===== src/rtl/xswitch_pkg.sv =====
// xswitch shared definitions.
// Port-count and word-width defaults plus the derived tag types.
package xswitch_pkg;

  localparam int DEF_NPORTS = 4;
  localparam int DEF_DW     = 8;
  localparam int DEF_AW     = $clog2(DEF_NPORTS);

  typedef logic [DEF_AW-1:0] port_idx_t;
  typedef logic [DEF_DW-1:0] word_t;

endpackage


===== src/rtl/rr_arbiter.sv =====
// Round-robin arbiter for one crossbar output.
// Holds its own priority pointer; advances past each winner.
module rr_arbiter #(
  parameter  int N  = 4,
  localparam int AW = $clog2(N)
) (
  input  logic          clk,
  input  logic          reset,
  input  logic [N-1:0]  req,
  output logic [N-1:0]  gnt,
  output logic [AW-1:0] gnt_idx,
  output logic          gnt_vld
);

  logic [AW-1:0] ptr;
  logic [AW-1:0] idx;

  // N is a power of two, so AW-bit addition wraps mod N.
  always_comb begin
    gnt     = '0;
    gnt_idx = '0;
    gnt_vld = 1'b0;
    idx     = '0;
    for (int k = 0; k < N; k++) begin
      idx = ptr + AW'(k);
      if (!gnt_vld && req[idx]) begin
        gnt_vld  = 1'b1;
        gnt[idx] = 1'b1;
        gnt_idx  = idx;
      end
    end
  end

  always_ff @(posedge clk or negedge reset) begin
    if (!reset) begin
      ptr <= '0;
    end else if (gnt_vld) begin
      ptr <= gnt_idx + AW'(1);
    end
  end

endmodule


===== src/rtl/xswitch.sv =====
// Four-port crossbar packet switch with per-output round-robin.
// Granted words land in the output registers one cycle later.
module xswitch
  import xswitch_pkg::*;
#(
  parameter  int NPORTS = DEF_NPORTS,
  parameter  int DW     = DEF_DW,
  localparam int AW     = $clog2(NPORTS)
) (
  input  logic                 clk,
  input  logic                 reset,
  input  logic [NPORTS-1:0]    in_valid,
  input  logic [NPORTS*AW-1:0] in_addr,
  input  logic [NPORTS*DW-1:0] in_data,
  output logic [NPORTS-1:0]    in_ready,
  output logic [NPORTS-1:0]    out_valid,
  output logic [NPORTS*DW-1:0] out_data,
  output logic [NPORTS*AW-1:0] out_src
);

  logic [NPORTS-1:0] req  [NPORTS];
  logic [NPORTS-1:0] gnt  [NPORTS];
  logic [AW-1:0]     gidx [NPORTS];
  logic [DW-1:0]     din  [NPORTS];
  logic [NPORTS-1:0] gany;

  // req[j][i]: input i wants output j
  always_comb begin
    for (int j = 0; j < NPORTS; j++) begin
      req[j] = '0;
      for (int i = 0; i < NPORTS; i++) begin
        req[j][i] = in_valid[i] &&
                    (in_addr[i*AW +: AW] == AW'(j));
      end
    end
  end

  always_comb begin
    for (int i = 0; i < NPORTS; i++) begin
      din[i] = in_data[i*DW +: DW];
    end
  end

  for (genvar j = 0; j < NPORTS; j++) begin : g_arb
    rr_arbiter #(.N(NPORTS)) u_arb (
      .clk     (clk),
      .reset   (reset),
      .req     (req[j]),
      .gnt     (gnt[j]),
      .gnt_idx (gidx[j]),
      .gnt_vld (gany[j])
    );
  end

  // One request per input, so at most one grant column is set.
  always_comb begin
    in_ready = '0;
    for (int j = 0; j < NPORTS; j++) begin
      in_ready = in_ready | gnt[j];
    end
    if (!reset) in_ready = '0;
  end

  always_ff @(posedge clk or negedge reset) begin
    if (!reset) begin
      out_valid <= '0;
      out_data  <= '0;
      out_src   <= '0;
    end else begin
      for (int j = 0; j < NPORTS; j++) begin
        out_valid[j] <= gany[j];
        if (gany[j]) begin
          out_data[j*DW +: DW] <= din[gidx[j]];
          out_src[j*AW +: AW]  <= gidx[j];
        end
      end
    end
  end

endmodule


===== config.mk =====
export PLATFORM = sky130hd
export DESIGN_NAME = xswitch
export DESIGN_NICKNAME = d
export VERILOG_FILES = /design/src/rtl/xswitch_pkg.sv /design/src/rtl/rr_arbiter.sv /design/src/rtl/xswitch.sv
export SDC_FILE = /design/constraint.sdc
export NUM_CORES = 1
export LEC_CHECK = 0
export ABC_AREA = 1
export BUFFER_PORTS_ARGS = -buffer_cell sky130_fd_sc_hd__buf_2
export CAP_MARGIN = 10
export CORE_ASPECT_RATIO = 1.4
export CORE_MARGIN = 3
export CORE_UTILIZATION = 52
export DETAILED_ROUTE_END_ITERATION = 8
export PLACE_DENSITY_LB_ADDON = 0.25
export SLEW_MARGIN = 25
export SYNTH_ARGS = -nofsm -noshare
export SYNTH_HDL_FRONTEND = slang
export SYNTH_HIERARCHICAL = 1
export SYNTH_SLANG_ARGS = --single-unit
export TNS_END_PERCENT = 100

===== constraint.sdc =====
create_clock -name clk -period 2.3 [get_ports clk]
set_input_delay 0.115 -clock clk [delete_from_list [all_inputs] [get_ports clk]]
set_output_delay 0.115 -clock clk [all_outputs]
set_load 0.01 [all_outputs]

==> key figures <==
Setup path
  • CP max-delay cell: dfrtp_2
  • Reg2reg start: g_arb[0].u_arb/ptr[1]$_DFFE_PN0P_
  • Crit path largest cell delay: 0.46 ns
  • Worst r2r path cells: 16
  • CP Max Fanout: 6
  • R2R setup slack: 0.13 ns
  • Critical Path, Cell by Cell: inv_8, ha_4, inv_2, nand3_2, nand2_4, nand3_4, inv_2, nand3_1, o2111ai_2, nor2_1, a21oi_1, buf_2
  • Cell mode on critical path: inv_2
  • Reg2reg end: out_data[6]$_DFFE_PN0P_
  • Critical path class: register to primary output
  • Worst EP arrival: 2.13 ns
  • Endpoint class of the critical path: primary output
  • Worst Path Required: 2.18 ns
  • Setup crit start kind: register

Logic synthesis
  • Ranking of synthesized cells by area: dfrtp_1 25%, nand2_1 20%, nand3_1 10%
  • Main flop type after synthesis: dfrtp_1
  • Asr flop ratio synth: 100%
  • #FFs+latches synth: 52
  • Sequential fraction of the synthesis area: 24.9%
  • Synth Instances: 800
  • Synth cell types: 34
  • Post-synth EDFFs: 0
  • Synthesized area: 5220 sq um
  • Post-synth top cells: 281 x nand2_1, 106 x nand3_1, 86 x inv_1
  • Syn Nets: 867
  • Yosys top cell area share: 24.9%
  • Top-count cell post-synth: nand2_1
  • Dominant cell type by area after synthesis: dfrtp_1
  • Avg Inst Size Synth: 6.53 sq um
  • Syn. warnings: 6

Place
  • HPWL Detailed: 12.7 mm
  • RePlAce Congestion: 0.965
  • Input/output buffers: 93
  • Placed Cells incl. Taps: 1028

Clocking
  • Clock-pin slew on the worst setup and hold paths: 0.07 ns
  • Hold buffer count at cts: 0
  • # clock sinks: 52
  • CTS buffer count: 5
  • CTS tree: done
  • Root Buffer: clkbuf_16
  • Later-pin clock latency in the skew report: 0.29 ns
  • Htree depth: 2
  • Max clock buf depth: 2

Global routing
  • First-pass GRT wire length: 26.9 mm
  • Pin count of the biggest net entering global routing: 53
  • Total grt overflow: 0
  • GRT Total Usage: 29.0%
  • Vias in the first global route: 5432
  • Initial antenna violation count: 0

Run status
  • Failing checks: hold timing
  • Status: finished with violations

Final layout
  • Area growth syn-to-layout: 20.9%
  • Multi-input gate area: 3430 sq um
  • Cell Count, Final, Fillers Out: 1050
  • Share of layout cells above drive strength 1: 31.6%
  • Fill cells: 923
  • FF+latch area: 1300 sq um
  • Nets@finish: 984
  • Fin util: 65.6%
  • Antenna cells: 0

Routing
  • Routed len/inst: 16.2 microns
  • DRC: 0
  • DR iter-0 viols: 446
  • Vias: 5868
  • Antenna viol nets, final: 0
  • Drt pass-1 iters: 5
  • Routed WL: 17.0 mm
  • Via/cell ratio: 5.59

Timing
  • Slew HR: 54.1%
  • Hold Fails Final Rpt: 5
  • Setup violations, final: 0
  • Min cycle time layout: 2.25 ns
  • Period utilization: 97.7%
  • TNS Setup: 0 ns
  • Fin Hold WS: -0.00174 ns
  • Pins over their slew limit: 0
  • Slew of the pin with the lowest slew margin: 0.688 ns
  • Fmax: 445 MHz
  • RSZ-0062 raised after global routing: yes
  • Clk_skew: 0.00632 ns

Flow run
  • Max Cap Viol: 0

Die
  • Die Width: 90.7 microns
  • I/O Pins: 94
  • Initial Utilization: 54.3%
  • Core Region: 9620 sq um
  • Die height: 125 microns
  • Cell Rows: 42
  • Die area: 11300 sq um

Hold path
  • Hold/Removal Path Class: input port to asynchronous set/reset pin
worst max-delay path by stage:
stage	slack, ns	startpoint	depth (start not counted)	end
2_1_floorplan	0.08	register	15	out_data[0]$_DFFE_PN0P_
3_3_place_gp	0.10	register	13	out_data[24]$_DFFE_PN0P_
3_5_place_dp	0.03	g_arb[3].u_arb/ptr[1]$_DFFE_PN0P_	13	out_data[28]$_DFFE_PN0P_
4_1_cts	0.02	register	13	in_ready[0]
5_1_grt	-0.05	g_arb[0].u_arb/ptr[1]$_DFFE_PN0P_	14	in_ready[2]
6_report	0.05	register	12	in_ready[2]
cells by family (layout without fill, tap and decap cells):
logic type / count (synthesis) / count (layout) / synth area share (%)
buf+inv: 137 / 255 / 12.3
flops: 52 / 52 / 24.9
fa+ha+maj: 21 / 21 / 5.03
simple gates: 553 / 553 / 53.0
compound gates: 37 / 37 / 4.72
final cells by class:
class | count | share of cell area, %
Tap cell | 132 | 2.62
Clock buffer | 6 | 2.20
Clock inverter | 2 | 0.159
Multi-Input combinational cell | 611 | 54.4
Sequential cell | 52 | 20.6
Timing Repair Buffer | 136 | 12.8
Inverter | 111 | 7.18
routing by layer:
| metal | global-route usage, % | up-vias | wire [microns] |
|---|---|---|---|
| met5 | 0 | - | 0 |
| met3 | 4.05 | 58 | 1240 |
| li1 | - | 2831 | - |
| met2 | 50.9 | 290 | 8510 |
| met4 | 14.0 | 0 | 828 |
| met1 | 34.3 | 2689 | 6470 |
cells in the final DEF, fill, tap and decap left out, drive strengths merged:
cell type and instances:
a21oi 6, a22oi 11, buf 136, clkbuf 6
clkinv 3, dfrtp 52, ha 21, inv 110
nand2 333, nand3 131, nand3b 1, nand4 49
nor2 23, nor3 16, o2111ai 5, o21a 3
o21ai 12
state kept, by name (all words and copies together), names as in the netlist, named ones only:
name and cells:
g_arb.u_arb/ptr 4, out_data 32, out_src 8, out_valid 4
worst max-delay path: cells and delay by family (launching register included):
kind                     cells  cell delay (ns)
AO/OA/AOI/OAI                2             0.25
adder cells (fa/ha/maj)      1             0.21
buffers and inverters        4             0.41
flip-flops                   1             0.46
AND/OR/NAND/NOR              5             0.52
metrics by stage:
step | hold slack [ns] | cell area, sq um | setup WS (ns)
2_1_floorplan | -0.181 | 5220 | 0.0846
3_3_place_gp | 0.319 | 5870 | 0.102
3_5_place_dp | 0.330 | 5870 | 0.0309
4_1_cts | 0.0162 | 6070 | 0.0159
5_1_grt | 0.0465 | 6310 | -0.0463
6_report | -0.00174 | 6310 | 0.0520
timing repair:
item / CTS / global route
setup buffers: 3 / 11
pin swaps: 2 / 16
setup endpoints to repair: 4 / 30
gates resized for setup: 9 / 39
Power is not shown: default switching activity piles up to over one toggle a cycle in this logic, so the estimate is an artifact.
